$ cat src/rtl/vta_axi_dpi_bridge.sv
// AXI-to-DPI memory-model bridge: independent read/write FSMs; dpi_req_* pulse one cycle after the address handshake.
// Backpressure: R/W beats pass through combinationally; r_ready and w_ready/b_ready stall the bursts.
// Optional protocol checker (sticky err) under `VTA_AXI_DPI_PROTOCOL_CHECK_EN.
module vta_axi_dpi_bridge #(
    parameter int LEN_BITS  = 8,
    parameter int ADDR_BITS = 64,
    parameter int DATA_BITS = 64,
    parameter int STRB_BITS = DATA_BITS / 8
) (
    input  logic                 clock,
    input  logic                 reset,
    input  logic                 ar_valid_i,
    output logic                 ar_ready_o,
    input  logic [ADDR_BITS-1:0] ar_addr_i,
    input  logic [LEN_BITS-1:0]  ar_len_i,
    input  logic [7:0]           ar_id_i,
    output logic                 r_valid_o,
    input  logic                 r_ready_i,
    output logic [DATA_BITS-1:0] r_data_o,
    output logic [7:0]           r_id_o,
    output logic                 r_last_o,
    input  logic                 aw_valid_i,
    output logic                 aw_ready_o,
    input  logic [ADDR_BITS-1:0] aw_addr_i,
    input  logic [LEN_BITS-1:0]  aw_len_i,
    input  logic                 w_valid_i,
    output logic                 w_ready_o,
    input  logic [DATA_BITS-1:0] w_data_i,
    input  logic [STRB_BITS-1:0] w_strb_i,
    input  logic                 w_last_i,
    output logic                 b_valid_o,
    input  logic                 b_ready_i,
    output logic                 dpi_req_ar_valid_o,
    output logic [LEN_BITS-1:0]  dpi_req_ar_len_o,
    output logic [7:0]           dpi_req_ar_id_o,
    output logic [ADDR_BITS-1:0] dpi_req_ar_addr_o,
    output logic                 dpi_req_aw_valid_o,
    output logic [LEN_BITS-1:0]  dpi_req_aw_len_o,
    output logic [ADDR_BITS-1:0] dpi_req_aw_addr_o,
    output logic                 dpi_wr_valid_o,
    output logic [DATA_BITS-1:0] dpi_wr_bits_data_o,
    output logic [STRB_BITS-1:0] dpi_wr_bits_strb_o,
    input  logic                 dpi_rd_valid_i,
    input  logic [7:0]           dpi_rd_bits_id_i,
    input  logic [DATA_BITS-1:0] dpi_rd_bits_data_i,
    output logic                 dpi_rd_ready_o,
    output logic                 err_o
);

    typedef enum logic {RD_IDLE, RD_DATA} rd_state_e;
    typedef enum logic [1:0] {WR_IDLE, WR_DATA, WR_RESP} wr_state_e;

    rd_state_e            rd_state_q;
    logic [ADDR_BITS-1:0] ar_addr_q;
    logic [LEN_BITS-1:0]  ar_len_q;
    logic [LEN_BITS-1:0]  rd_cnt_q;
    logic [7:0]           ar_id_q;
    logic                 ar_pulse_q;

    wr_state_e            wr_state_q;
    logic [ADDR_BITS-1:0] aw_addr_q;
    logic [LEN_BITS-1:0]  aw_len_q;
    logic [LEN_BITS-1:0]  wr_cnt_q;
    logic                 aw_pulse_q;

    logic rd_active, wr_active, r_fire, w_fire;

    assign rd_active = (rd_state_q == RD_DATA);
    assign wr_active = (wr_state_q == WR_DATA);

    // Read channel: beats flow straight from the memory model while a burst is open.
    assign ar_ready_o     = (rd_state_q == RD_IDLE);
    assign r_valid_o      = rd_active & dpi_rd_valid_i;
    assign r_data_o       = rd_active ? dpi_rd_bits_data_i : '0;
    assign r_id_o         = rd_active ? dpi_rd_bits_id_i : '0;
    assign r_last_o       = rd_active & (rd_cnt_q == '0);
    assign dpi_rd_ready_o = rd_active & r_ready_i;
    assign r_fire         = r_valid_o & r_ready_i;

    assign dpi_req_ar_valid_o = ar_pulse_q & ~reset;
    assign dpi_req_ar_len_o   = ar_len_q;
    assign dpi_req_ar_id_o    = ar_id_q;
    assign dpi_req_ar_addr_o  = ar_addr_q;

    // Write data is held off during the request pulse so the model sees the request first.
    assign aw_ready_o         = (wr_state_q == WR_IDLE);
    assign w_ready_o          = wr_active & ~aw_pulse_q;
    assign w_fire             = w_valid_i & w_ready_o;
    assign b_valid_o          = (wr_state_q == WR_RESP);
    assign dpi_wr_valid_o     = w_fire & ~reset;
    assign dpi_wr_bits_data_o = wr_active ? w_data_i : '0;
    assign dpi_wr_bits_strb_o = wr_active ? w_strb_i : '0;

    assign dpi_req_aw_valid_o = aw_pulse_q & ~reset;
    assign dpi_req_aw_len_o   = aw_len_q;
    assign dpi_req_aw_addr_o  = aw_addr_q;

    always_ff @(posedge clock) begin
        if (reset) begin
            rd_state_q <= RD_IDLE;
            ar_addr_q  <= '0;
            ar_len_q   <= '0;
            ar_id_q    <= '0;
            rd_cnt_q   <= '0;
            ar_pulse_q <= 1'b0;
        end else begin
            ar_pulse_q <= 1'b0;
            case (rd_state_q)
                RD_IDLE: if (ar_valid_i) begin
                    ar_addr_q  <= ar_addr_i;
                    ar_len_q   <= ar_len_i;
                    ar_id_q    <= ar_id_i;
                    rd_cnt_q   <= ar_len_i;
                    ar_pulse_q <= 1'b1;
                    rd_state_q <= RD_DATA;
                end
                RD_DATA: if (r_fire) begin
                    if (rd_cnt_q == '0) rd_state_q <= RD_IDLE;
                    else                rd_cnt_q   <= rd_cnt_q - 1'b1;
                end
            endcase
        end
    end

    // Counters stop at zero on the final beat, so a full-length burst never wraps.
    always_ff @(posedge clock) begin
        if (reset) begin
            wr_state_q <= WR_IDLE;
            aw_addr_q  <= '0;
            aw_len_q   <= '0;
            wr_cnt_q   <= '0;
            aw_pulse_q <= 1'b0;
        end else begin
            aw_pulse_q <= 1'b0;
            case (wr_state_q)
                WR_IDLE: if (aw_valid_i) begin
                    aw_addr_q  <= aw_addr_i;
                    aw_len_q   <= aw_len_i;
                    wr_cnt_q   <= aw_len_i;
                    aw_pulse_q <= 1'b1;
                    wr_state_q <= WR_DATA;
                end
                WR_DATA: if (w_fire) begin
                    if (wr_cnt_q == '0) wr_state_q <= WR_RESP;
                    else                wr_cnt_q   <= wr_cnt_q - 1'b1;
                end
                WR_RESP: if (b_ready_i) wr_state_q <= WR_IDLE;
                default: wr_state_q <= WR_IDLE;
            endcase
        end
    end

`ifdef VTA_AXI_DPI_PROTOCOL_CHECK_EN
    logic err_q;
    always_ff @(posedge clock) begin
        if (reset) begin
            err_q <= 1'b0;
        end else if ((w_fire && (w_last_i != (wr_cnt_q == '0))) ||
                     (r_fire && (dpi_rd_bits_id_i != ar_id_q))) begin
            err_q <= 1'b1;
        end
    end
    assign err_o = err_q;
`else
    logic unused_w_last;
    assign unused_w_last = w_last_i;
    assign err_o         = 1'b0;
`endif

endmodule
$ cat config.mk
export PLATFORM = sky130hd
export DESIGN_NAME = vta_axi_dpi_bridge
export DESIGN_NICKNAME = d
export VERILOG_FILES = /design/src/rtl/vta_axi_dpi_bridge.sv
export SDC_FILE = /design/constraint.sdc
export NUM_CORES = 1
export LEC_CHECK = 0
export ABC_CLOCK_PERIOD_IN_PS = 1500
export CAP_MARGIN = 10
export CORE_AREA = 8 8 235 237
export CTS_BUF_LIST = sky130_fd_sc_hd__clkbuf_16
export CTS_CLUSTER_DIAMETER = 200
export CTS_CLUSTER_SIZE = 16
export DETAILED_ROUTE_END_ITERATION = 8
export DIE_AREA = 0 0 243 245
export MAX_ROUTING_LAYER = met4
export PLACE_DENSITY_LB_ADDON = 0.05
export SETUP_SLACK_MARGIN = 0.5
export SYNTH_ARGS = -nofsm -noshare
export SYNTH_HDL_FRONTEND = slang
export SYNTH_SLANG_ARGS = --single-unit
$ cat constraint.sdc
create_clock -name clock -period 1.5 [get_ports clock]
set_clock_uncertainty 0.05 [all_clocks]
set_input_delay 0.225 -clock clock [delete_from_list [all_inputs] [get_ports clock]]
set_output_delay 0.225 -clock clock [all_outputs]
set_load 0.05 [all_outputs]
==> flow_summary.ini <==
[sta]
fmax_mhz = 530
layout_worst_path_cycle_share_pct = 126
maxSlewViolCount = 0
grt_setup_unrepaired = yes
setup_violations = 307
finalWorstSetupSlack_ns = -0.387
min_period_ns = 1.89
finalHoldViolCount = 0

[setup_path]
r2r-start = wr_state_q[1]
required_ns = 1.22
cp.arrival_ns = 1.61
cp-start-kind = register
worstSetupEndpoint = dpi_wr_bits_data_o[9]
path_class = reg -> out
ff2ff_path_depth = 10
ff2ff_setup_slack_ns = -0.30
cp-end-kind = primary output
startpoint = wr_state_q[1]
worst-path-max-fanout = 30
r2r-end = wr_cnt_q[2]

[synth]
synth_edf_count = 0
synthTopCellsByCount = nand2_1 (317), dfxtp_1 (173), a21oi_1 (171)
synth_cell_type_count = 53
synthArstFlopShare_pct = 0
synth_fp_nets = 1303
synth_most_common_cell = nand2_1
ys_ff_latch = 173
syn_inst = 994
synth_top_area_share_pct = 46.2
postSynthAreaPerCell_um2 = 7.54
synth_ff_type = dfxtp_1
yosys.area.top_type = dfxtp_1
syn_area_um2 = 7500
netlist_top_cells_area = dfxtp_1 (46%), nand2_1 (16%), and2_1 (12%)
yosysSeqAreaShare_pct = 46.2
yosys_warnings = 0

[place]
gp_congestion = 0.845
dp_slack_ns = -0.362
dp.cells = 2276
dp_hpwl_um = 40000
io_buffers = 609

[power_and_ir_drop]
power.density_nw_per_um2 = 855
ir_drop_mv = 0.731
leakagePower_nw = 8.19
finalPower_w = 0.0177

[run_status]
failed_checks = setup timing
status = complete, but fails checks

[clocking]
cts.path.max_buffers = 2
root_buffer = clkbuf_16
path_clk_slew_ns = 0.07
cts_tree = done
clock-sinks = 173
htreeDepth = 4
cts_made_buffers = 17
clock_latency_ns = 0.45

[routing]
route.detailed.drc = 0
drt_iter0_markers = 342
wl_met2_um = 27600
first_pass_iters = 4
top_layer = met4
wl_met1_um = 19500
vias = 9388
finalWirelength_um = 51600
ant_nets = 0
wl_per_cell_um = 21.6
viasPerCell = 3.94
route.met3.wl_um = 3640

[floorplan]
die_area_um2 = 59500
core_um2 = 51700
start_util_pct = 14.5
fp-row-count = 84
die_x_um = 243
io_pins = 612
die_h_um = 245

[grt]
antenna_found_initial = 10
grt_max_degree = 61
grt_pass1_vias = 9074
grt_pass1_wl_um = 70500
grt_overflow_total = 0
grt_use_total_pct = 16.8

[cells_and_area]
synthToLayoutAreaGrowth_pct = 177
final_nets = 1985
fin_cells = 2385
multi_input_comb_area_um2 = 4680
fillers = 5094
drive_above_1_share_pct = 44.5
regArea_um2 = 3490

[flow_run]
maxCapViolCount = 0

[min_path]
hp-class = in -> reg
-- worst min path at each step --
stage | startpoint | end | slack (ns) | cells past startpoint
4_1_cts | reset | wr_state_q[1] | 0.02 | 2
5_1_grt | reset | wr_cnt_q[1] | 0.03 | 2
3_5_place_dp | dpi_req_ar_addr_o[2] | dpi_req_ar_addr_o[2] | 0.43 | 2
6_report | reset | wr_cnt_q[1] | 0.05 | 2
2_1_floorplan | ar_addr_i[10] | dpi_req_ar_addr_o[10] | 0.31 | 2
3_3_place_gp | dpi_req_ar_addr_o[44] | dpi_req_ar_addr_o[44] | 0.43 | 2
-- cell families after synthesis --
group / share of synthesized area (%)
AOI/OAI and AO/OA: 14.8
adders and majority gates: 0.668
buffers and inverters: 4.81
DFF: 46.2
other: 0.0500
and+or+nand+nor: 33.5
-- registers in the layout (all words and copies together) (netlist names), 2 cells and up --
name / count
dpi_req_ar_addr_o: 64
dpi_req_ar_id_o: 8
dpi_req_ar_len_o: 8
dpi_req_aw_addr_o: 64
dpi_req_aw_len_o: 8
rd_cnt_q: 8
wr_cnt_q: 8
wr_state_q: 2
-- metal layers --
metal / global-route usage, % / vias up
met5: - / -
met4: 4.62 / 0
met3: 5.85 / 37
met2: 29.8 / 323
met1: 17.5 / 4417
li1: - / 4611
-- report_power, final --
group          internal, W  switching [W]
combinational      0.00434        0.00397
sequential         0.00492       0.000347
clock              0.00222        0.00194
-- critical path: stages, from the launching register on --
cell and delay (ns):
dfxtp_4 0.34, and2b_4 0.31, buf_12 0.19, and2_4 0.17, buf_12 0.13
-- final cells by class --
class | count | share of cell area (%)
multi-input combinational | 739 | 22.6
timing repair buffer | 738 | 53.7
inverter | 7 | 0.187
tap | 688 | 4.15
sequential | 173 | 16.8
antenna | 9 | 0.109
clock inverter | 14 | 0.428
clock buffer | 17 | 2.05
-- metrics by stage --
stage               utilization (%)  hold slack (ns)  setup TNS (ns)  instance area [um2]
finish                         40.1           0.0504          -70.77                20700
global route                   40.1           0.0325          -96.33                20700
CTS                            38.7           0.0212          -77.26                20000
detailed placement             35.5            0.433          -35.80                18400
global placement               35.5            0.429          -34.67                18400
floorplan                         -            0.311          -0.300                 8240
-- cells in the final DEF, fill, tap and decap left out, drive strengths merged, types with 2 or more instances in the layout --
| master | count |
|---|---|
| buf | 432 |
| nand2 | 317 |
| clkdlybuf4s50 | 302 |
| dfxtp | 173 |
| a21oi | 171 |
| and2 | 146 |
| clkbuf | 21 |
| nor2 | 16 |
| o21ai | 13 |
| nor2b | 11 |
| inv | 11 |
| diode | 9 |
| clkinv | 9 |
| nor3 | 7 |
| a31oi | 4 |
| nand3 | 4 |
| ha | 4 |
| nand3b | 3 |
| a21o | 3 |
| nor4 | 3 |
| nand2b | 3 |
| and3 | 3 |
| o22ai | 2 |
| and4 | 2 |
| a32o | 2 |
| and4bb | 2 |
| nor3b | 2 |
| o2bb2ai | 2 |
-- what timing repair did --
action / CTS / global route
gates resized for setup: 70 / 138
buffers inserted: 29 / 13
endpoints found under the hold margin: 0 / 0
cloned: 21 / 6
setup endpoints to repair: 479 / 479
pin swaps: 22 / 50
hold buffers: 0 / 0
Note: power is estimated with default switching activity, not from simulation.
